===== config.mk =====
export PLATFORM = sky130hd
export DESIGN_NAME = prog_load_check_ctrl_flat
export DESIGN_NICKNAME = d
export VERILOG_FILES = /design/src/rtl/prog_load_check_ctrl_if.sv /design/src/rtl/prog_load_check_ctrl.sv /design/src/flat_wrapper.sv
export SDC_FILE = /design/constraint.sdc
export NUM_CORES = 1
export LEC_CHECK = 0
export CAP_MARGIN = 40
export CORE_MARGIN = 10
export CORE_UTILIZATION = 61
export CTS_CLUSTER_DIAMETER = 100
export CTS_CLUSTER_SIZE = 28
export DETAILED_ROUTE_END_ITERATION = 6
export GPL_ROUTABILITY_DRIVEN = 0
export PLACE_DENSITY_LB_ADDON = 0.05
export SLEW_MARGIN = 20
export SYNTH_ARGS = -nofsm -noshare
export SYNTH_HDL_FRONTEND = slang
export SYNTH_SLANG_ARGS = --single-unit

===== constraint.sdc =====
create_clock -name clk -period 5.5 [get_ports clk]
set_input_delay 1.1 -clock clk [delete_from_list [all_inputs] [get_ports clk]]
set_output_delay 1.1 -clock clk [all_outputs]
set_load 0.02 [all_outputs]

===== src/rtl/prog_load_check_ctrl_if.sv =====
// Loader-side handshake bundle for prog_load_check_ctrl: valid/ready plus the
// entry kind, address and payload.
interface prog_load_check_ctrl_if #(
  parameter int XLEN    = 32,
  parameter int IMEM_AW = 6
);
  logic               load_valid;
  logic               load_ready;
  logic [1:0]         load_kind;
  logic [IMEM_AW-1:0] load_addr;
  logic [XLEN-1:0]    load_data;

  modport master (output load_valid, load_kind, load_addr, load_data,
                  input  load_ready);
  modport slave  (input  load_valid, load_kind, load_addr, load_data,
                  output load_ready);
endinterface


===== src/rtl/prog_load_check_ctrl.sv =====
// Program loader / result checker: loads imem and register file, runs the core
// for a bounded time, then sweeps the register file against an expected table.
// Optional feature macro: RUN_EARLY_HALT_EN (adds core_halt to end RUN early).
module prog_load_check_ctrl #(
  parameter int XLEN       = 32,
  parameter int IMEM_AW    = 6,
  parameter int REG_AW     = 5,
  parameter int RUN_CYCLES = 20
) (
  input  logic                clk,
  input  logic                reset,
  prog_load_check_ctrl_if.slave load,
  input  logic                start,
  input  logic                clear,
`ifdef RUN_EARLY_HALT_EN
  input  logic                core_halt,
`endif
  output logic                core_reset,
  output logic                imem_we,
  output logic [IMEM_AW-1:0]  imem_addr,
  output logic [XLEN-1:0]     imem_wdata,
  output logic                rf_we,
  output logic [REG_AW-1:0]   rf_waddr,
  output logic [XLEN-1:0]     rf_wdata,
  output logic [REG_AW-1:0]   rf_raddr,
  input  logic [XLEN-1:0]     rf_rdata,
  output logic                done,
  output logic                pass,
  output logic [REG_AW:0]     mismatch_count,
  output logic [REG_AW-1:0]   first_fail_reg
);

  localparam int NREGS = 1 << REG_AW;
  localparam int RUN_W = (RUN_CYCLES < 2) ? 1 : $clog2(RUN_CYCLES + 1);
  localparam logic [RUN_W-1:0] RUN_MAX  = RUN_W'(RUN_CYCLES);
  localparam logic [RUN_W-1:0] RUN_LAST = RUN_W'(RUN_CYCLES - 1);

  typedef enum logic [1:0] {IDLE, RUN, CHECK, DONE} state_t;

  state_t              state;
  logic [RUN_W-1:0]    run_cnt;
  logic [REG_AW-1:0]   chk_idx;
  logic [NREGS-1:0]    exp_mask;
  logic [XLEN-1:0]     exp_tab [NREGS];
  logic [REG_AW-1:0]   load_idx;
  logic                load_fire;
  logic                halt_req;
  logic                run_end;
  logic                chk_fail;
  logic [REG_AW:0]     count_next;

`ifdef RUN_EARLY_HALT_EN
  assign halt_req = core_halt;
`else
  assign halt_req = 1'b0;
`endif

  assign load.load_ready = (state == IDLE);
  assign load_fire       = load.load_valid && (state == IDLE);
  assign load_idx        = load.load_addr[REG_AW-1:0];
  assign run_end         = (run_cnt == RUN_LAST) || halt_req;
  assign rf_raddr        = chk_idx;
  assign chk_fail        = exp_mask[chk_idx] && (rf_rdata != exp_tab[chk_idx]);
  assign count_next      = mismatch_count + {{REG_AW{1'b0}}, chk_fail};

  // Expected values carry no reset; the mask alone decides which entries count.
  always_ff @(posedge clk) begin
    if (load_fire && load.load_kind == 2'b10)
      exp_tab[load_idx] <= load.load_data;
  end

  always_ff @(posedge clk or posedge reset) begin
    if (reset) begin
      state          <= IDLE;
      core_reset     <= 1'b1;
      imem_we        <= 1'b0;
      imem_addr      <= '0;
      imem_wdata     <= '0;
      rf_we          <= 1'b0;
      rf_waddr       <= '0;
      rf_wdata       <= '0;
      run_cnt        <= '0;
      chk_idx        <= '0;
      exp_mask       <= '0;
      done           <= 1'b0;
      pass           <= 1'b0;
      mismatch_count <= '0;
      first_fail_reg <= '0;
    end else begin
      imem_we <= 1'b0;
      rf_we   <= 1'b0;
      case (state)
        IDLE: begin
          core_reset <= 1'b1;
          if (load_fire) begin
            case (load.load_kind)
              2'b00: begin
                imem_we    <= 1'b1;
                imem_addr  <= load.load_addr;
                imem_wdata <= load.load_data;
              end
              2'b01: begin
                rf_we    <= (load_idx != '0);
                rf_waddr <= load_idx;
                rf_wdata <= load.load_data;
              end
              2'b10:   exp_mask[load_idx] <= 1'b1;
              default: ;
            endcase
          end
          // A start that coincides with an offered entry is dropped on purpose.
          if (start && !load.load_valid) begin
            run_cnt <= '0;
            chk_idx <= '0;
            if (RUN_CYCLES == 0) begin
              state <= CHECK;
            end else begin
              state      <= RUN;
              core_reset <= 1'b0;
            end
          end
        end
        RUN: begin
          if (run_end) begin
            state      <= CHECK;
            core_reset <= 1'b1;
          end else if (run_cnt != RUN_MAX) begin
            run_cnt <= run_cnt + 1'b1;
          end
        end
        CHECK: begin
          mismatch_count <= count_next;
          if (chk_fail && mismatch_count == '0)
            first_fail_reg <= chk_idx;
          chk_idx <= chk_idx + 1'b1;
          if (chk_idx == '1) begin
            state <= DONE;
            done  <= 1'b1;
            pass  <= (count_next == '0);
          end
        end
        DONE: begin
          if (clear) begin
            state          <= IDLE;
            done           <= 1'b0;
            pass           <= 1'b0;
            mismatch_count <= '0;
            first_fail_reg <= '0;
            exp_mask       <= '0;
          end
        end
        default: state <= IDLE;
      endcase
    end
  end

endmodule


===== src/flat_wrapper.sv =====
// flat-port wrapper written by rule: the top's interface ports become plain ports
module prog_load_check_ctrl_flat 
#(
  parameter int XLEN       = 32,
  parameter int IMEM_AW    = 6,
  parameter int REG_AW     = 5,
  parameter int RUN_CYCLES = 20
)
  (clk, reset, start, clear, core_reset, imem_we, imem_addr, imem_wdata, rf_we, rf_waddr, rf_wdata, rf_raddr, rf_rdata, done, pass, mismatch_count, first_fail_reg, load_load_valid, load_load_kind, load_load_addr, load_load_data, load_load_ready);
  prog_load_check_ctrl_if #(.XLEN(XLEN), .IMEM_AW(IMEM_AW)) load_i ();
  input  logic clk;
  input  logic reset;
  input  logic start;
  input  logic clear;
  output logic core_reset;
  output logic imem_we;
  output logic [IMEM_AW-1:0] imem_addr;
  output logic [XLEN-1:0] imem_wdata;
  output logic rf_we;
  output logic [REG_AW-1:0] rf_waddr;
  output logic [XLEN-1:0] rf_wdata;
  output logic [REG_AW-1:0] rf_raddr;
  input  logic [XLEN-1:0] rf_rdata;
  output logic done;
  output logic pass;
  output logic [REG_AW:0] mismatch_count;
  output logic [REG_AW-1:0] first_fail_reg;
  input wire logic [$bits(load_i.load_valid)-1:0] load_load_valid;
  input wire logic [$bits(load_i.load_kind)-1:0] load_load_kind;
  input wire logic [$bits(load_i.load_addr)-1:0] load_load_addr;
  input wire logic [$bits(load_i.load_data)-1:0] load_load_data;
  output wire logic [$bits(load_i.load_ready)-1:0] load_load_ready;
  assign load_i.load_valid = load_load_valid;
  assign load_i.load_kind = load_load_kind;
  assign load_i.load_addr = load_load_addr;
  assign load_i.load_data = load_load_data;
  assign load_load_ready = load_i.load_ready;
  prog_load_check_ctrl #(.XLEN(XLEN), .IMEM_AW(IMEM_AW), .REG_AW(REG_AW), .RUN_CYCLES(RUN_CYCLES)) u_core (.clk(clk), .reset(reset), .load(load_i), .start(start), .clear(clear), .core_reset(core_reset), .imem_we(imem_we), .imem_addr(imem_addr), .imem_wdata(imem_wdata), .rf_we(rf_we), .rf_waddr(rf_waddr), .rf_wdata(rf_wdata), .rf_raddr(rf_raddr), .rf_rdata(rf_rdata), .done(done), .pass(pass), .mismatch_count(mismatch_count), .first_fail_reg(first_fail_reg));
endmodule

# Word level (Yosys, flattened, before mapping)
# Memory sizes are Yosys's and may differ from the RTL's.
# Index checks and enable logic that the tools add are counted.
dict set report totals {
  ram_bits 1024
  reg_bits 135
  romBits 0
  latchBits 0
  elab_cells 106
  mem_count 1
}
# memory words width read_ports rd_clocked_by_memory_dff write_ports line_no
set memory_table {}
lappend memory_table {u_core.exp_tab 32 32 1 0 1 prog_load_check_ctrl.sv:44} ;# logic [XLEN-1:0] exp_tab [NREGS];
dict set report classes {
  addsub 3
  n_lt_le_gt_ge 3
  bitwise 1
  n_mul 0
  eq_ne 18
  n_reduce_logical 26
  n_div 0
  shifts 0
  muxes 39
}
# cell count
set op_table {}
lappend op_table {{$mux W32} 3}
lappend op_table {{$pmux W32 S2} 1}
lappend op_table {{$ne A32 B32 Y1} 1}
lappend op_table {{$or A32 B32 Y32} 1}
lappend op_table {{$pmux W5 S2} 3}
lappend op_table {{$mux W5} 5}
lappend op_table {{$mux W1} 15}
lappend op_table {{$ne A2 B1 Y1 const B} 7}
lappend op_table {{$logic_not A6 Y1} 2}
lappend op_table {{$lt A5 B6 Y1 const B} 2}
lappend op_table {{$pmux W6 S2} 1}
lappend op_table {{$reduce_and A3 Y1} 4}
lappend op_table {{$reduce_and A4 Y1} 3}
lappend op_table {{$add A5 B1 Y5 const B} 2}
lappend op_table {{$eq A5 B5 Y1 const B} 2}
lappend op_table {{$mux W2} 4}
lappend op_table {{$pmux W2 S4} 1}
lappend op_table {{$reduce_bool A2 Y1} 4}
lappend op_table {{$add A6 B1 Y6} 1}
lappend op_table {{$eq A2 B2 Y1 const B} 3}
lappend op_table {{$logic_and A1 B1 Y1} 6}
lappend op_table {{$mux W6} 1}
lappend op_table {{$pmux W1 S2} 3}
lappend op_table {{$reduce_and A2 Y1} 3}
lappend op_table {{other kinds (9)} 12}

# Depth between registers and ports, before layout
dict set report depth {
  ltp_word 8
  depth_mapped 24
}

# Least setup slack after synthesis
# No wires, ideal clock.
dict set report synth_timing {
  path_kind {register to register}
  startpoint {reg u_core.chk_idx[0], in the netlist u_core.rf_raddr[0]}
  endpoint {reg u_core.pass}
  arrival_ps 4112
  n_path_buf 6
  synth_period_minus_slack_ps 4240
  setup_slack_ps 1260
  path_stages_with_launch 25
  path_cell_list {dfrtp_1 > buf_6 > buf_8 > buf_8 > buf_6 > buf_4 > buf_4 > mux2i_1 > nand2_1 > nand3_1 > nand4_1 > xor2_1 > a311oi_1 > nand4_1 > nor4_1 > nor2_1 > ha_1 > ha_1 > and3_1 > o211ai_1 > o21ai_0 > nand4_1 > a21oi_1 > a21oi_1 > o21ai_0}
}
dict set report synth_via {
  elab_chain_len 7
  word_cells_on_any_way 12
}
# element line_no
set synth_lines {}
lappend synth_lines {{start: declaration} prog_load_check_ctrl.sv:42} ;# logic [REG_AW-1:0] chk_idx;
lappend synth_lines {{start signal: assignment} prog_load_check_ctrl.sv:135} ;# chk_idx <= chk_idx + 1'b1;
lappend synth_lines {{$mem_v2 Z32 W32 / $bmux W1 S5 (equally long branches)} n/a}
lappend synth_lines {{$ne A32 B32 Y1 / $mux W1 (equally long branches)} prog_load_check_ctrl.sv:63} ;# assign chk_fail = exp_mask[chk_idx] && (rf_rdata != exp_tab[chk_idx]);
lappend synth_lines {{$logic_and A1 B1 Y1} prog_load_check_ctrl.sv:63}
lappend synth_lines {{$add A6 B1 Y6} prog_load_check_ctrl.sv:64} ;# assign count_next = mismatch_count + {{REG_AW{1'b0}}, chk_fail};
lappend synth_lines {{$logic_not A6 Y1} prog_load_check_ctrl.sv:139} ;# pass <= (count_next == '0);
lappend synth_lines {{$mux W1} prog_load_check_ctrl.sv:136} ;# if (chk_idx == '1) begin
lappend synth_lines {{$pmux W1 S2} prog_load_check_ctrl.sv:92} ;# case (state)
lappend synth_lines {{end signal: assignment} prog_load_check_ctrl.sv:139}
lappend synth_lines {{end: declaration} prog_load_check_ctrl.sv:28} ;# output logic pass,
# Parallel ways exist; a longest one is shown, timed or not. The select of a mux whose other input is x is not followed.
# A chain may end at the register's enable or synchronous reset.

# Worst setup path in the final report
dict set report layout_timing {
  startpoint {reg u_core.chk_idx[2], in the netlist u_core.rf_raddr[2]}
  endpoint {reg u_core.pass}
}
# The elaborated chain is that of the path after synthesis.

==> run metrics <==
Clk pwr share 30.2%; share of layout cells above drive strength 1 ~18%; Num CTS Buffers 47; Syn. warnings 0; first-pass GRT wire length around 170 mm; CTS sink cnt 1159; Cell Area, Synth around 0.046 mm^2; ys flop type edfxtp_1; Cell Pwr Density 274 mW/mm^2; initial core utilization 61.5%; Final nets 2811; CTS Root Cell clkbuf_16; number of global-route vias before repair 24900; setup repair after global routing missed its margin no; Seq/Total Area, Yosys 74.5%; crit path launch type register; static leakage roughly 17 nW; final instance area 0.0515 mm^2; Synth area leaders edfxtp_1, dfrtp_1, mux4_2; antenna-violating nets left 0; EDFF count, synth 1024; max FFs per register 1024; CP required 6.02 ns; # rows 100; Yosys cell types 64; final WL 119 mm; Final Hold Fails 0; Worst Path Arrival 5.79 ns; clock latency at the later pin of the worst-skew pair 0.64 ns; Synth area leader edfxtp_1; P_int 11.4 mW; CTS tree done; # IOs 174; vias 24900; worst min path class register to register; max-cap violations 0; H-tree depth 2; hold depth 2; Mean Syn Cell Area ~18 um^2; Crit Path Class register to register; WP depth 21; die area 0.0864 mm^2; critical path, cell by cell and2_2, buf_12, a22oi_1, nand2_1, o21ai_1, or3_1, a211oi_2, buf_4, nand4b_1, nor4_1, buf_4, nor2_1, ha_1, ha_1, and3_1, o211ai_1, o21ai_0, nand4_1, a21oi_1, a21oi_1, o21ai_0; most common cell after layout, fill and taps aside edfxtp_1; R2R cell count 21; fraction of registers with async set/reset 11.6%; CP max stage cell dfrtp_2; sequential share of power around two thirds; fin crit period approximately 5.3 ns; sequential cell area 0.0341 mm^2; Die X 294 um; Overall Global Routing Usage 27.6%; die height 294 um; Worst Path Buf+Inv 3; area grow syn2layout 12.5%; Max Root-Sink Buffers 3; highest-count cells in the layout ignoring fill and taps edfxtp_1, mux2i_1, clkdlybuf4s50_1; Mapped Cells 2481; # setup viols final 0; CP peak stage delay roughly 0.73 ns; clk_skew 0.0324 ns; area occupied by multi-input gates 0.0111 mm^2; Worst Setup End Kind register; DRC 0; clock slew at reported path FFs 0.11 ns; Psw 2.77 mW; DP HPWL just over 70 mm; IO buf count between 150 and 200; register with the highest flop count u_core.exp_tab; post-synthesis net count 2568; initial antenna violation count 2; Slew HR a little over 40%; period utilization 95.8%; slew at the pin with the worst max-slew slack 0.874 ns; pre-CTS WS 0.0872 ns; Filler cells between 4000 and 5000; DR iter-0 viols 3160; Overflow after GRT 0; fin. max-slew vios 0; DR vias/cell between 6 and 7; Core ar. around 0.074 mm^2; largest net degree at the start of global routing 87; FF+latch count, synth roughly 1200; Critical Path Fanout Max 32; Sw Share 19.6%; final worst slack ~0.23 ns; area share of the largest cell type after synthesis 67.2%; Inserted Diodes 0; WL per Instance around 32 um; dpl cell area 0.0500 mm^2; Max Clk Rate roughly 190 MHz; CP top delay family simple AND/OR/NAND/NOR gates; first-pass detailed-route iteration total 7; combinational power share 2.2%; status finished, final reports clean; Peak VDD IR around 0.33 mV
## final timing paths
| check | from | endpoint | slack, ns |
|---|---|---|---|
| worst max-delay path | u_core.rf_raddr[2] | u_core.pass | 0.23 |
| worst min register to register | u_core.exp_mask[12] | u_core.exp_mask[12] | 0.51 |
| worst max register to register | u_core.rf_raddr[2] | u_core.pass | 0.23 |
| min in group asynchronous | reset | u_core.rf_waddr[4] | 0.80 |
| worst min-delay path | u_core.exp_mask[12] | u_core.exp_mask[12] | 0.51 |
| max in group asynchronous | reset | u_core.core_reset | 3.64 |
## repair_timing
| action | CTS | global route |
|---|---|---|
| endpoints found under the setup margin | 0 | 2 |
| resized for setup | 0 | 1 |
| buffers inserted | 0 | 8 |
| hold buffers | 0 | 0 |
## power groups by stage
stage          clock network (mW)  logic, mW  registers (mW)
3_5_place_dp                    0      0.299            9.76
5_1_grt                      4.65      0.326            9.56
2_1_floorplan                   0     0.0518            9.76
6_report                     4.27      0.304            9.56
3_3_place_gp                    0      0.255            9.77
4_1_cts                      4.32      0.299            9.56
## layout make-up
class,count,share of cell area (%)
Inverter,15,0.119
Clock inverter,3,0.0801
Clock buffer,85,2.62
Tap cell,969,2.35
Multi-Input combinational cell,1172,21.6
Sequential cell,1159,66.3
Timing Repair Buffer,329,7.00
## routing by layer
layer	track usage [%]	vias to the layer above	share of wire [%]	wire, um
li1	-	10400	-	-
met1	39.3	13000	40	47400
met2	44.7	1271	48	57700
met3	4.65	193	9.1	10800
met4	6.47	2	2.6	3130
met5	0	-	0.015	18
## worst min-delay path, stage by stage, from the launching register on
cell and delay (ns):
dfrtp_1 0.36, a21oi_1 0.04, nor2_1 0.07
## cells by family (layout without fill, tap and decap cells)
logic type,after synthesis,after routing,synth area share (%)
adders and majority gates,10,10,0.273
AOI/OAI and AO/OA,311,311,4.63
and+or+nand+nor,330,330,3.45
buffers and inverters,150,432,1.82
DFF,1159,1159,74.5
muxes,501,501,14.9
xor gates and xnor gates,20,20,0.383
## cells in the mapped netlist (all sizes together), types with 3 or more instances
cell type,count
a32o,5
nor4,6
xnor2,7
and2,7
nor2b,14
o21ai,38
dfrtp,134
nand4,12
mux2,85
o31ai,3
mux4,136
nand3,56
a31oi,8
nor3,9
nand2,80
xor2,13
a21oi,68
or3,9
buf,66
ha,10
a221oi,12
nor3b,3
and3,11
o31a,4
o22ai,11
o32ai,3
a22o,15
nor2,98
nand3b,4
inv,14
edfxtp,1024
a22oi,115
a2111oi,3
a21boi,3
a211oi,10
clkbuf,69
nand2b,9
mux2i,280
## stage by stage
step	util [%]	cells	hold WS [ns]	setup TNS (ns)	power [mW]
2_1_floorplan	-	2481	0.457	0	9.81
3_3_place_gp	66.4	3596	0.472	-0.0178	10.0
3_5_place_dp	67.1	3632	0.481	0	10.1
4_1_cts	69.0	3720	0.509	0	14.2
5_1_grt	69.2	3732	0.523	0	14.5
6_report	69.2	3732	0.507	0	14.1
No activity file was read; power rests on OpenSTA's default activity.
